--- config.mk ---
export PLATFORM = sky130hd
export DESIGN_NAME = counter_sched
export DESIGN_NICKNAME = d
export VERILOG_FILES = /design/src/rtl/counter_sched.sv
export SDC_FILE = /design/constraint.sdc
export NUM_CORES = 1
export LEC_CHECK = 0
export ABC_AREA = 0
export BUFFER_PORTS_ARGS = -buffer_cell sky130_fd_sc_hd__buf_4
export CORE_UTILIZATION = 40
export CTS_BUF_LIST = sky130_fd_sc_hd__clkbuf_16
export DETAILED_ROUTE_END_ITERATION = 10
export PLACE_DENSITY_LB_ADDON = 0.3
export SLEW_MARGIN = 20
export SYNTH_ARGS = -nofsm -noshare
export SYNTH_HDL_FRONTEND = slang
export SYNTH_SLANG_ARGS = --single-unit
--- constraint.sdc ---
create_clock -name clk -period 6.5 [get_ports clk]
set_input_delay 0.325 -clock clk [delete_from_list [all_inputs] [get_ports clk]]
set_output_delay 0.325 -clock clk [all_outputs]
set_load 0.05 [all_outputs]
--- src/rtl/counter_sched.sv ---
// Round-robin scheduler that serialises inc/dec/clear/read commands from N_REQ requesters
// onto a shared bank of N_CNT counters. Define COUNTER_SCHED_SAT_EN for saturating inc/dec.
module counter_sched #(
   parameter int N_REQ = 4,
   parameter int N_CNT = 8,
   parameter int CNT_W = 8,
   localparam int IDX_W = $clog2(N_CNT),
   localparam int REQ_W = $clog2(N_REQ)
) (
   input  logic                   clk,
   input  logic                   rst_n,
   input  logic                   sched_en,
   input  logic [N_REQ-1:0]       req_valid,
   input  logic [2*N_REQ-1:0]     req_op,
   input  logic [IDX_W*N_REQ-1:0] req_idx,
   output logic [N_REQ-1:0]       req_ready,
   output logic                   done_valid,
   output logic [REQ_W-1:0]       done_req,
   output logic [CNT_W-1:0]       done_value,
   output logic                   done_wrap,
   input  logic [IDX_W-1:0]       rd_idx,
   output logic [CNT_W-1:0]       rd_data
);

   localparam logic [1:0] OP_INC = 2'b00;
   localparam logic [1:0] OP_DEC = 2'b01;
   localparam logic [1:0] OP_CLR = 2'b10;
   localparam logic [1:0] OP_RD  = 2'b11;

   logic [CNT_W-1:0] cnt [N_CNT];
   logic [REQ_W-1:0] rr_ptr;

   logic             grant_any;
   logic [REQ_W-1:0] grant_id;
   logic [1:0]       op_sel;
   logic [IDX_W-1:0] idx_sel;
   logic             idx_ok;
   logic [CNT_W-1:0] cur_val;
   logic [CNT_W-1:0] nxt_val;
   logic             nxt_wrap;

   // First valid requester at or above rr_ptr, wrapping; reset forces no grant.
   always_comb begin
      int cand;
      grant_any = 1'b0;
      grant_id  = '0;
      req_ready = '0;
      cand      = 0;
      for (int i = 0; i < N_REQ; i++) begin
         cand = int'(rr_ptr) + i;
         if (cand >= N_REQ) cand = cand - N_REQ;
         if (!grant_any && rst_n && sched_en && req_valid[cand]) begin
            grant_any       = 1'b1;
            grant_id        = REQ_W'(cand);
            req_ready[cand] = 1'b1;
         end
      end
   end

   always_comb begin
      op_sel  = req_op[grant_id*2 +: 2];
      idx_sel = req_idx[grant_id*IDX_W +: IDX_W];
      idx_ok  = (int'(idx_sel) < N_CNT);
      cur_val = idx_ok ? cnt[idx_sel] : '0;
   end

   always_comb begin
      nxt_val  = cur_val;
      nxt_wrap = 1'b0;
      case (op_sel)
         OP_INC: begin
            nxt_wrap = &cur_val;
`ifdef COUNTER_SCHED_SAT_EN
            nxt_val  = (&cur_val) ? cur_val : cur_val + CNT_W'(1);
`else
            nxt_val  = cur_val + CNT_W'(1);
`endif
         end
         OP_DEC: begin
            nxt_wrap = (cur_val == '0);
`ifdef COUNTER_SCHED_SAT_EN
            nxt_val  = (cur_val == '0) ? cur_val : cur_val - CNT_W'(1);
`else
            nxt_val  = cur_val - CNT_W'(1);
`endif
         end
         OP_CLR:  nxt_val = '0;
         OP_RD:   nxt_val = cur_val;
         default: nxt_val = cur_val;
      endcase
      // Out-of-range commands complete with a zero result and touch nothing.
      if (!idx_ok) begin
         nxt_val  = '0;
         nxt_wrap = 1'b0;
      end
   end

   always_ff @(posedge clk or negedge rst_n) begin
      if (!rst_n) begin
         rr_ptr <= '0;
         for (int k = 0; k < N_CNT; k++) cnt[k] <= '0;
      end else if (grant_any) begin
         rr_ptr <= (grant_id == REQ_W'(N_REQ - 1)) ? '0 : grant_id + REQ_W'(1);
         if (idx_ok) cnt[idx_sel] <= nxt_val;
      end
   end

   always_ff @(posedge clk or negedge rst_n) begin
      if (!rst_n) begin
         done_valid <= 1'b0;
         done_req   <= '0;
         done_value <= '0;
         done_wrap  <= 1'b0;
      end else begin
         done_valid <= grant_any;
         if (grant_any) begin
            done_req   <= grant_id;
            done_value <= nxt_val;
            done_wrap  <= nxt_wrap;
         end
      end
   end

   assign rd_data = (int'(rd_idx) < N_CNT) ? cnt[rd_idx] : '0;

endmodule

* Yosys cells after proc, flatten, opt, wreduce, memory -nomap -nowiden
Index checks and enable logic that the tools add are counted.
** Word-level totals
- Bits in registers :: 78
- Bits of input ports :: 30
- Output and inout bits :: 24
- Word-level logic and storage cells :: 120
** Operators by class
- Add/sub/neg operators :: 10
- Multipliers :: 1
- Magnitude comparators :: 15
- Equality and inequality tests :: 4
- Shift-type cells :: 2
- Mux-type cells :: 48
- Bitwise gates (word level) :: 5
- Reduce and logical (&&, ||, !) cells :: 22
** Operators with widths (number)
- $ge A32 B1 Y1 const B :: 4
- $lt A32 B4 Y1 const B :: 4
- $mux W32 :: 4
- $bwmux W64 :: 1
- $bmux W8 S3 :: 2
- $mux W8 :: 5
- $pmux W8 S4 :: 1
- $demux W8 S3 :: 1
- $logic_and A1 B1 Y1 :: 16
- $mux W1 :: 16
- $mux W4 :: 4
- $or A4 B4 Y4 :: 3
- $shiftx A12 B5 Y3 :: 1
- $sub A3 B3 Y4 const B :: 3
- $mux W2 :: 5
- $ge A3 B3 Y1 const B :: 3
- $add A8 B1 Y8 const B :: 1
- $bmux W1 S2 :: 4
- $demux W1 S2 :: 4
- $ge A4 B4 Y1 const B :: 2
- $logic_not A8 Y1 :: 1
- $not A3 Y4 :: 2
- $reduce_and A8 Y1 :: 1
- $shiftx A8 B4 Y2 :: 1
- other kinds (13) :: 18

* Logic depth before layout (Yosys ltp)
Gate-level depths: netlist of the first run.
- Word-level depth :: 31
- Depth in mapped cells :: 23
- Mapped depth without buffers :: 19

* Worst setup path before layout of the first run
No wires, ideal clock.
- Path type :: register to register
- Start point :: register rr_ptr[0]
- End point :: register done_value[7]
- Library setup time :: 0.150 ns
- Arrival :: 4.982 ns
- Required time :: 6.350 ns
- Slack :: 1.369 ns
- Stages on the path, launching flop included :: 22
- Buffers on the path :: 4
- Clock period less this slack :: 5.131 ns
- Cell sequence :: dfrtp_1 -> buf_4 -> inv_1 -> ha_1 -> mux4_2 -> nand2b_4 -> o32ai_4 -> o21ai_1 -> and3_1 -> clkbuf_1 -> nor2_4 -> buf_2 -> buf_2 -> nand2_1 -> and3_1 -> a211oi_1 -> ha_1 -> a21oi_1 -> o21ai_4 -> nor4b_2 -> a311oi_4 -> a41oi_1
** On the way
- Word-level cells in the longest chain between the ends :: 30
- Elaborated cells on any way between the ends :: 62
- Classes of those cells :: add/sub: 9; mul: 1; order compare: 4; eq/ne: 3; shift: 2; mux: 28; bitwise: 1; reduce/logical: 14
** RTL lines
- start: declaration :: line 31 : logic [REQ_W-1:0] rr_ptr;
- start signal: assignment :: line 103 : rr_ptr <= (grant_id == REQ_W'(N_REQ - 1)) ? '0 : grant_id + REQ_W'(1);
- $sub A2 B3 Y4 / $ge A2 B3 Y1 (equally long branches) :: line 51 : if (cand >= N_REQ) cand = cand - N_REQ;
- $mux W32 :: line 51
- $bmux W1 S2 :: line 52 : if (!grant_any && rst_n && sched_en && req_valid[cand]) begin
- $mux W1 (implied by the code) (2 in series) :: line 52
- $logic_and A1 B1 Y1 :: line 52
- $mux W1 :: line 52
- $logic_not A1 Y1 :: line 52
- $logic_and A1 B1 Y1 (3 in series) :: line 52
- (+10 left out)
- $mux W2 :: line 52
- $mul A2 B2 Y4 :: line 62 : idx_sel = req_idx[grant_id*IDX_W +: IDX_W];
- $shiftx A12 B5 Y3 :: line 62
- $not A3 Y4 (implied by the code) :: line 64 : cur_val = idx_ok ? cnt[idx_sel] : '0;
- $bmux W8 S3 :: line 64
- $mux W8 (implied by the code) (2 in series) :: line 64
- $sub A8 B1 Y8 / $add A8 B1 Y8 (equally long branches) :: line 84, 76
- $pmux W8 S4 :: line 70 : case (op_sel)
- end signal: assignment :: line 118 : done_value <= nxt_val;
- end: declaration :: line 19 : output logic [CNT_W-1:0] done_value,
Several ways; a longest one is shown, not always the timed one. The select of a mux whose other input is x is not followed.
A chain may end at the register's enable or synchronous reset.

* Worst setup path in the final report of the first run
- Start point :: register rr_ptr[1]
- End point :: register done_value[7]
The elaborated chain is that of the path after synthesis.

==> out/metrics.csv, run 1 <==
metric,value,unit
Clock Skew,8.10,ps
largest net degree at the start of global routing,79,
Die Y,121,um
Worst-Margin Slew,947,ps
post-cts resize count,0,
final setup vio count,0,
crit-path max FO,27,
RSZ-0062 raised after global routing,false,
# nets final,657,
Antenna diodes,0,
Synth Area in Compound Gates,18.4,%
Synth cell types,77,
Port Buf Inserts,53,
first-pass GRT wire length,25000,um
Fin. Hold Viols,0,
CTS Sinks,78,
Post-Synth Simple-Gate Area,16.7,%
placed instance count,780,
Yosys warnings,0,
PwrDens,591,mW/mm2
"Async S/R FF share, synth",100,%
Setup WS post-layout,421,ps
largest family of logic cells by synthesized area,multiplexers,
maximum VDD drop,0.000266,V
Worst EP required,6680,ps
total routed wirelength,15900,um
"Avg Cell Area, Syn",9.88,um2
Post-Layout Cell Count,797,
dpl hpwl,11000,um
CTS tree,built,
Reg power frac,22.7,%
Synth Area in Adders,3.46,%
multiplexer share of the synthesized area,21.5,%
"EDFF count, synth",0,
Leak,2.84,nW
clk slew on worst S/H paths,60,ps
Synth Register Bits,78,
critical path capture point type,flip-flop,
Hold WC Path Type,input pin to async pin,
core area,0.0138,mm2
Slew Limit Fails,0,
sum of negative setup slack,0,ps
DR pass1 iterations,5,
Clock power frac,13.4,%
startpoint types,flip-flop,
Cell Rows,43,
Switching Share,49.5,%
Rel. slew slack,35.1,%
final instance area,0.00650,mm2
"Setup Fix Bufs, Post-CTS",0,
post-route clock period utilization,93.5,%
syn_nets,616,
Synth Flop Type,dfrtp_1,
Max Buffers Root-to-Sink,2,
run status,finished clean,
Starting DRT DRC Count,336,
io pins,54,
Mapped Area,0.00564,mm2
minimum clock period,6080,ps
Critical Path AT,6250,ps
hold_buf cts,0,
share of power burned in combinational logic,64.0,%
Area growth syn-to-layout,15.3,%
Int Power,1.94,mW
Num CTS Buffers,9,
Filler cells,1256,
vias in the first global route,4607,
DRC viols,0,
Max Fclk,164,MHz
Post-DP Area,0.00618,mm2
DP Worst Slack,484,ps
gr ovfl total,0,
initial antenna violation count,0,
post-synthesis xor/xnor area fraction,1.06,%
root buffer cell,clkbuf_16,
Tot GR Track Use,22.4,%
chip width,121,um
share of layout cells above drive strength 1,27.2,%
Setup CP Type,flip-flop to flip-flop,
RD Place Congestion,0.972,
H-tree Lvls,3,
die area,0.0146,mm2
vias per inst,5.98,
Clock Latency Late Sink,340,ps
vias,4764,
reported max-cap violation count,0,
Antenna Nets Post-Route,0,
WL/cell,19.9,um
"Seq/Total Area, Yosys",34.6,%
Syn Inst Count,571,
Sw Pwr,1.90,mW
Initial Util,40.8,%
-- flip-flops by register name (all words and copies together), names as in the netlist --
signal,cells
cnt,64
done_req,2
done_valid,1
done_value,8
done_wrap,1
rr_ptr,2
-- Yosys cell counts, drive strengths merged, types with 5 or more instances --
cell | number | area share (%)
a211oi | 9 | 1.3
a21oi | 36 | 3.3
a22oi | 6 | 0.80
a31oi | 7 | 0.78
a32oi | 5 | 0.91
and3 | 10 | 1.1
buf | 14 | 1.9
clkbuf | 25 | 1.7
dfrtp | 78 | 35
ha | 14 | 3.1
inv | 11 | 0.73
mux2 | 49 | 9.8
mux2i | 25 | 4.4
mux4 | 18 | 7.2
nand2 | 58 | 3.9
nand2b | 7 | 0.91
nand3 | 11 | 0.98
nor2 | 54 | 3.7
nor2b | 18 | 2.0
o21ai | 38 | 3.6
o22ai | 6 | 0.67
o31ai | 5 | 0.67
-- logic make-up (layout without fill, tap and decap cells) --
family                     Yosys count  count (layout)
xor gates and xnor gates             6               6
AOI/OAI and AO/OA                  143             143
adders and majority gates           15              15
and+or+nand+nor                    187             187
muxes                               92              92
DFF                                 78              78
buffers and inverters               50              96
-- stage by stage --
stage | hold WS [ps] | utilization, % | power (mW)
floorplan | 29.4 | - | 2.70
finish | 28.2 | 47.0 | 3.84
global route | 46.6 | 47.0 | 4.09
CTS | 330 | 46.8 | 3.83
global placement | 466 | 44.7 | 3.24
detailed placement | 480 | 44.7 | 3.30
-- metal layers --
metal	track usage, %	vias to the layer above	part of all wire (%)
met4	8.64	0	2.6
met5	0	-	0
met3	3.87	30	6.0
met1	29.2	2379	43
li1	-	2201	-
met2	36.9	154	48
-- path summary, 6_finish.rpt --
kind | cells past startpoint | end | from | slack, ps
min in group clk | 2 | done_value[2]$_DFFE_PN0P_ | done_value[2]$_DFFE_PN0P_ | 490
worst min-delay path | 2 | cnt[3]$_DFFE_PN0P_ | rst_n | 30
worst min register to register | 2 | done_value[2]$_DFFE_PN0P_ | done_value[2]$_DFFE_PN0P_ | 490
worst max register to register | 17 | done_value[7]$_DFFE_PN0P_ | rr_ptr[1]$_DFFE_PN0P_ | 420
max in group asynchronous | 3 | cnt[51]$_DFFE_PN0P_ | rst_n | 5880
worst max-delay path | 17 | done_value[7]$_DFFE_PN0P_ | rr_ptr[1]$_DFFE_PN0P_ | 420
-- placed cells by master, fill, tap and decap left out, types with 3 or more instances in the layout --
master     instances
o31ai_1            5
mux2_2            42
a32oi_1            4
and2_1             3
nor2_1            53
mux2i_1           24
nand4_1            4
nand2_1           57
or3_1              3
a21oi_1           34
nor3b_1            3
a211oi_1           8
a21boi_0           3
a222oi_1           4
inv_1             10
o21ai_1           11
o21ai_0           26
clkbuf_16          9
mux2_1             6
buf_4             68
and3_1            10
dfrtp_1           78
a31oi_1            7
nand2b_1           6
nand3_1           11
a22oi_1            6
ha_1              14
o22ai_1            6
xnor2_1            4
mux4_2            18
nor2b_1           18
-- worst max-delay path, cell delays in order, from the launching register on --
cell	delay [ps]
dfrtp_1	730
inv_1	220
ha_1	450
mux4_2	350
nand2b_4	180
o32ai_4	350
or2_4	290
a211oi_2	160
nor2_4	640
mux2_2	290
o22ai_1	70
a211oi_1	490
ha_1	380
a21oi_1	260
o21ai_4	130
nor4b_2	190
a311oi_4	500
a41oi_1	200
-- final cells by class --
type / instances / area [um2] / share of cell area [%]
Multi-Input combinational cell: 443 / 3450 / 53.0
Clock inverter: 7 / 72.6 / 1.12
Timing Repair Buffer: 69 / 538 / 8.27
Clock buffer: 9 / 225 / 3.46
Inverter: 11 / 41.3 / 0.635
Sequential cell: 78 / 1950 / 30.0
Tap cell: 180 / 225 / 3.46
-- power by group through the flow --
stage / Sequential [mW] / Combinational [mW] / Clock, mW
floorplan: 0.913 / 1.79 / 0
CTS: 0.868 / 2.44 / 0.518
global placement: 0.865 / 2.38 / 0
global route: 0.901 / 2.65 / 0.542
finish: 0.872 / 2.46 / 0.514
detailed placement: 0.874 / 2.43 / 0
Note: power is estimated with default switching activity, not from simulation.
==> run 2, diff against run 1 <==
==> constraint.sdc (replaced) <==
create_clock -name clk -period 5.3 [get_ports clk]
set_input_delay 0.265 -clock clk [delete_from_list [all_inputs] [get_ports clk]]
set_output_delay 0.265 -clock clk [all_outputs]
set_load 0.05 [all_outputs]
==> run 2 against run 1 <==
- register-to-register slack worse by 160 ps
- sequential power up 22%
- sequential share of layout area down 0.42 points
- wire length up 1.7%
- count of clock-buffer cells in the layout unchanged
- sequential cell count unchanged
- critical path depth up 1
- via count up 0.42%
- maximum frequency up 21%
- clock skew down 0.69 ps
- critical path type unchanged
==> out/metrics.csv, run 2 (synthesis results as in run 1) <==
metric,value,unit
run status,finished clean,
FF+latch area,0.00195,mm2
H-tree Lvls,3,
startpoint types,flip-flop,
Clock Latency Late Sink,340,ps
Max Buffers Root-to-Sink,2,
Cell Rows,43,
"most common cell after layout, fill and taps aside",buf_4,
final setup vio count,0,
Leak,2.89,nW
Area growth syn-to-layout,16.9,%
Setup WS post-layout,260,ps
minimum clock period,5040,ps
RD Place Congestion,0.929,
DRC viols,0,
Worst-Margin Slew,936,ps
Max Fclk,198,MHz
Fin. Hold Viols,0,
"commonest cells after routing, fill and taps aside","buf_4, dfrtp_1, nand2_1, nor2_1, mux2_2",
CTS Sinks,78,
Clock Skew,7.41,ps
Filler cells,1270,
Worst Path Buf+Inv,2,
crit-path max FO,13,
clk slew on worst S/H paths,60,ps
post-route clock period utilization,95.1,%
Rel. slew slack,37.6,%
fin util,47.7,%
core area,0.0138,mm2
max incr delay on CP,430,ps
critical path capture point type,flip-flop,
Num CTS Buffers,9,
share of layout cells above drive strength 1,29.8,%
CTS tree,built,
Slew Limit Fails,0,
root buffer cell,clkbuf_16,
R2R depth,18,
total routed wirelength,16100,um
Critical Path AT,5320,ps
max FFs per register,64,
dpl hpwl,11500,um
Die Y,121,um
Post-DP Area,0.00625,mm2
DR pass1 iterations,5,
Hold WC Path Type,input pin to async pin,
die area,0.0146,mm2
largest net degree at the start of global routing,79,
DP Worst Slack,91.0,ps
Port Buf Inserts,53,
WL/cell,19.9,um
maximum VDD drop,0.000318,V
initial antenna violation count,0,
Worst EP required,5580,ps
Antenna Nets Post-Route,0,
Top reg by flops,cnt,
biggest regs,"cnt (64), done_value (8)",
vias per inst,5.91,
PwrDens,737,mW/mm2
gr ovfl total,0,
R2R Setup Slk,260,ps
Tot GR Track Use,23.6,%
io pins,54,
chip width,121,um
Starting DRT DRC Count,423,
Antenna diodes,0,
Total Power,4.86,mW
Crit path max-delay family,compound AO/OA/AOI/OAI gates,
Crit. path cell count,18,
reported max-cap violation count,0,
first-pass GRT wire length,26400,um
Setup CP Type,flip-flop to flip-flop,
worst path cell trace,inv_1 -> ha_1 -> mux4_2 -> nand2b_4 -> o32ai_4 -> nor3b_1 -> a211o_4 -> nand2_2 -> mux2_4 -> a2111oi_4 -> inv_1 -> ha_1 -> nand2_1 -> o21bai_1 -> a21oi_1 -> a2111oi_2 -> nand3b_4 -> mux2_2,
slowest CP cell,a211o_4,
area occupied by multi-input gates,0.00349,mm2
# nets final,670,
Initial Util,40.8,%
final instance area,0.00660,mm2
vias in the first global route,4730,
vias,4784,
-- run 2: changes by cell type in the layout (fill, tap and decap cells not counted), sizes merged --
cell / before / now
buf: 69 / 82
bufinv: 1 / 0
clkinv: 4 / 3
inv: 12 / 13
clkinvlp: 1 / 2
-- run 2: path summary, 6_finish.rpt --
path                                            from                   endpoint
setup / recovery               rr_ptr[1]$_DFFE_PN0P_        cnt[54]$_DFFE_PN0P_
hold / removal                                 rst_n        cnt[59]$_DFFE_PN0P_
setup reg to reg               rr_ptr[1]$_DFFE_PN0P_        cnt[54]$_DFFE_PN0P_
hold reg to reg            done_value[0]$_DFFE_PN0P_  done_value[0]$_DFFE_PN0P_
max in group asynchronous                      rst_n    done_req[1]$_DFFE_PN0P_
min in group clk           done_value[0]$_DFFE_PN0P_  done_value[0]$_DFFE_PN0P_
-- run 2: worst register-to-register path, stage by stage (launching register included) --
cell	delay, ps
dfrtp_1	340
inv_1	100
ha_1	400
mux4_2	350
nand2b_4	180
o32ai_4	360
nor3b_1	140
a211o_4	430
nand2_2	200
mux2_4	340
a2111oi_4	410
inv_1	110
ha_1	400
nand2_1	90
o21bai_1	200
a21oi_1	130
a2111oi_2	390
nand3b_4	250
mux2_2	170
-- run 2: what timing repair did --
item,4_1_cts,5_1_grt
buffers inserted,0,5
endpoints found under the setup margin,0,36
hold buffers,0,0
resized for setup,0,9
-- run 2: power by group --
part,switching (mW),leakage (nW),internal (mW)
Sequential,0.203,0.974,0.858
Clock,0.255,0.130,0.314
Combinational,1.96,1.79,1.28
Total,2.41,2.89,2.45
-- run 2: cell type report --
type,instances,area share (%)
clock inverters,7,0.626
inverters,11,0.626
clock buffers,9,3.41
multi-input cells,443,52.9
well taps,180,3.41
repair buffers,82,9.39
flip-flops and latches,78,29.6
-- run 2: routing by layer --
metal  GRT usage (%)  wire length (um)  vias up
li1                -                 -     2220
met1            32.2              6980     2368
met2            38.0              7870      173
met3            4.48              1000       23
met4            6.79               271        0
met5               0                 0        -
-- run 2: per-stage QoR --
stage	setup TNS, ps	hold WS, ps	instances
after floorplan	0	-30.6	571
after global placement	0	465	789
after detailed placement	0	471	789
after CTS	0	272	805
after global routing	-187	154	810
final	0	84.6	810
==> run 3, diff against run 2 <==
--- a/config.mk
+++ b/config.mk
@@ -5,13 +5,12 @@
 export SDC_FILE = /design/constraint.sdc
 export NUM_CORES = 1
 export LEC_CHECK = 0
-export ABC_AREA = 0
+export ABC_AREA = 1
 export BUFFER_PORTS_ARGS = -buffer_cell sky130_fd_sc_hd__buf_4
 export CORE_UTILIZATION = 40
 export CTS_BUF_LIST = sky130_fd_sc_hd__clkbuf_16
 export DETAILED_ROUTE_END_ITERATION = 10
 export PLACE_DENSITY_LB_ADDON = 0.3
-export SLEW_MARGIN = 20
 export SYNTH_ARGS = -nofsm -noshare
 export SYNTH_HDL_FRONTEND = slang
 export SYNTH_SLANG_ARGS = --single-unit
==> run 3 against run 2 <==
- via count rose by 9.9%
- design area decreased by 4.0%
- utilization decreased by 0.059 points
- critical path depth grew 11
- global-route usage up 0.74 points
- synthesized cell count rose by 35%
- register-to-register slack improved by 290 ps
- worst hold slack got worse by 46 ps
- area after synthesis shrank 3.3%
- final cell count up 24%
- clock skew fell by 0.85 ps
- maximum frequency increased by 6.2%
==> out/metrics.csv, run 3 <==
metric,value,unit
run status,finished clean,
minimum clock period,4750,ps
vias,5256,
"most common cell after layout, fill and taps aside",nand2_1,
Synth cell types,40,
share of layout cells above drive strength 1,18.7,%
Top reg by flops,cnt,
clk slew on worst S/H paths,60,ps
dpl hpwl,11700,um
Area growth syn-to-layout,16.1,%
cell taking the most area after synthesis,dfrtp_1,
syn_nets,815,
Mapped Area,0.00546,mm2
biggest regs,"cnt (64), done_value (8)",
first-pass GRT wire length,26500,um
Num CTS Buffers,9,
top-count cell post-synth,nand2_1,
"Avg Cell Area, Syn",7.09,um2
critical path capture point type,flip-flop,
DRC viols,0,
max FFs per register,64,
Yosys top cell area share,35.8,%
Synth Flop Type,dfrtp_1,
"Setup Fix Bufs, Post-CTS",0,
Area contributors post-synth,"dfrtp_1, nand2_1, o21ai_0",
commonest cells in the synthesized netlist,"nand2_1, dfrtp_1, inv_1, o21ai_0, a21oi_1",
"Async S/R FF share, synth",100,%
Worst R2R End,cnt[62]$_DFFE_PN0P_,
Fin. Hold Viols,0,
CTS tree,built,
Hold Slack,38.4,ps
Starting DRT DRC Count,502,
# nets final,865,
io pins,54,
sum of negative setup slack,0,ps
Clock Skew,6.56,ps
Worst R2R Start,rr_ptr[1]$_DFFE_PN0P_,
Yosys warnings,0,
"EDFF count, synth",0,
R2R depth,29,
chip width,119,um
Worst-Margin Slew,935,ps
max incr delay on CP,500,ps
reported max-cap violation count,0,
gr ovfl total,0,
initial antenna violation count,0,
Port Buf Inserts,53,
slowest CP cell,fa_1,
Cell Rows,42,
Antenna Nets Post-Route,0,
Synth Register Bits,78,
crit-path max FO,25,
H-tree Lvls,3,
hold_buf cts,0,
root buffer cell,clkbuf_16,
Slew Limit Fails,0,
Die Y,119,um
Critical Path AT,4980,ps
Worst EP required,5530,ps
RD Place Congestion,0.941,
"commonest cells after routing, fill and taps aside","nand2_1, dfrtp_1, inv_1, buf_4, o21ai_0",
Syn Inst Count,770,
startpoint types,flip-flop,
core area,0.0133,mm2
Initial Util,41.0,%
RSZ-0062 raised after global routing,false,
die area,0.0141,mm2
Setup CP Type,flip-flop to flip-flop,
Filler cells,1363,
post-route clock period utilization,89.6,%
Tot GR Track Use,24.3,%
R2R Setup Slk,550,ps
vias in the first global route,4883,
Clock Latency Late Sink,340,ps
post-cts resize count,0,
Hold WC Path Type,input pin to async pin,
Max Fclk,211,MHz
Antenna diodes,0,
DR pass1 iterations,7,
"Seq/Total Area, Yosys",35.8,%
largest net degree at the start of global routing,41,
CTS Sinks,78,
final setup vio count,0,
Max Buffers Root-to-Sink,2,
WL/cell,16.2,um
Critical Path Most Common Cell,nand2_1,
vias per inst,5.25,
total routed wirelength,16300,um
Rel. slew slack,37.6,%
==> run 3: cell types whose count changed in the layout (fill, tap and decap cells not counted), moves of 11 or more <==
cell / change
nand2_2: +11
mux2_2: -42
buf_4: -18
mux4_2: -18
inv_1: +56
inv_2: +13
nor2b_1: -18
mux2i_1: -23
o21ai_1: +26
a21oi_1: +12
nand2_1: +220
nor2_1: -28
nand3_1: +26
o21ai_0: +25
==> run 3: layout make-up <==
type                       instances  area (um2)  area share, %
sequential                        78        1950           30.8
timing repair buffer              63         473           7.47
clock buffer                       9         225           3.56
tap                              176         220           3.48
clock inverter                     7        97.6           1.54
multi-input combinational        583        3040           48.0
inverter                          85         328           5.17
==> run 3: cells by family (layout without fill, tap and decap cells) <==
logic type / Yosys count / after routing / share of synthesized area [%]
adders and majority gates: 15 / 15 / 3.58
and+or+nand+nor: 396 / 396 / 34.1
DFF: 78 / 78 / 35.8
xor gates and xnor gates: 2 / 2 / 0.321
AOI/OAI and AO/OA: 170 / 170 / 17.5
buffers and inverters: 109 / 164 / 8.69
==> run 3: worst max-delay path: cells and delay by family, from the launching register on <==
family	cells	cell delay (ps)
simple gates	20	2100
buf+inv	4	870
fa+ha+maj	2	830
flops	1	470
compound gates	3	320
==> run 3: worst max path at each step <==
| stage | from | to | slack (ps) |
|---|---|---|---|
| 3_3_place_gp | rr_ptr[0]$_DFFE_PN0P_ | cnt[5]$_DFFE_PN0P_ | 560 |
| 4_1_cts | rr_ptr[0]$_DFFE_PN0P_ | cnt[5]$_DFFE_PN0P_ | 450 |
| 2_1_floorplan | rr_ptr[0]$_DFFE_PN0P_ | cnt[53]$_DFFE_PN0P_ | 1280 |
| 5_1_grt | rr_ptr[1]$_DFFE_PN0P_ | cnt[30]$_DFFE_PN0P_ | 10 |
| 3_5_place_dp | rr_ptr[0]$_DFFE_PN0P_ | cnt[53]$_DFFE_PN0P_ | 470 |
| 6_report | rr_ptr[1]$_DFFE_PN0P_ | cnt[62]$_DFFE_PN0P_ | 550 |
==> run 3: per-stage QoR <==
| stage | std cells | instance area [um2] | setup WS (ps) | util [%] |
|---|---|---|---|---|
| 2_1_floorplan | 770 | 5460 | 1280 | - |
| 4_1_cts | 1001 | 6330 | 451 | 47.6 |
| 3_3_place_gp | 985 | 6000 | 560 | 45.2 |
| 6_report | 1001 | 6330 | 552 | 47.6 |
| 5_1_grt | 1001 | 6330 | 13.9 | 47.6 |
| 3_5_place_dp | 985 | 6000 | 466 | 45.2 |
==> run 3: layer usage <==
layer	vias to the layer above	global-route usage, %	routed length (um)	part of all wire, %
met2	190	37.0	7320	45
met3	27	4.10	1100	6.8
met5	-	0	0	0
met4	0	8.23	374	2.3
met1	2427	34.8	7470	46
li1	2612	-	-	-
Power of run 3 is not shown: default switching activity piles up to over one toggle a cycle in this logic, so the estimate is an artifact.
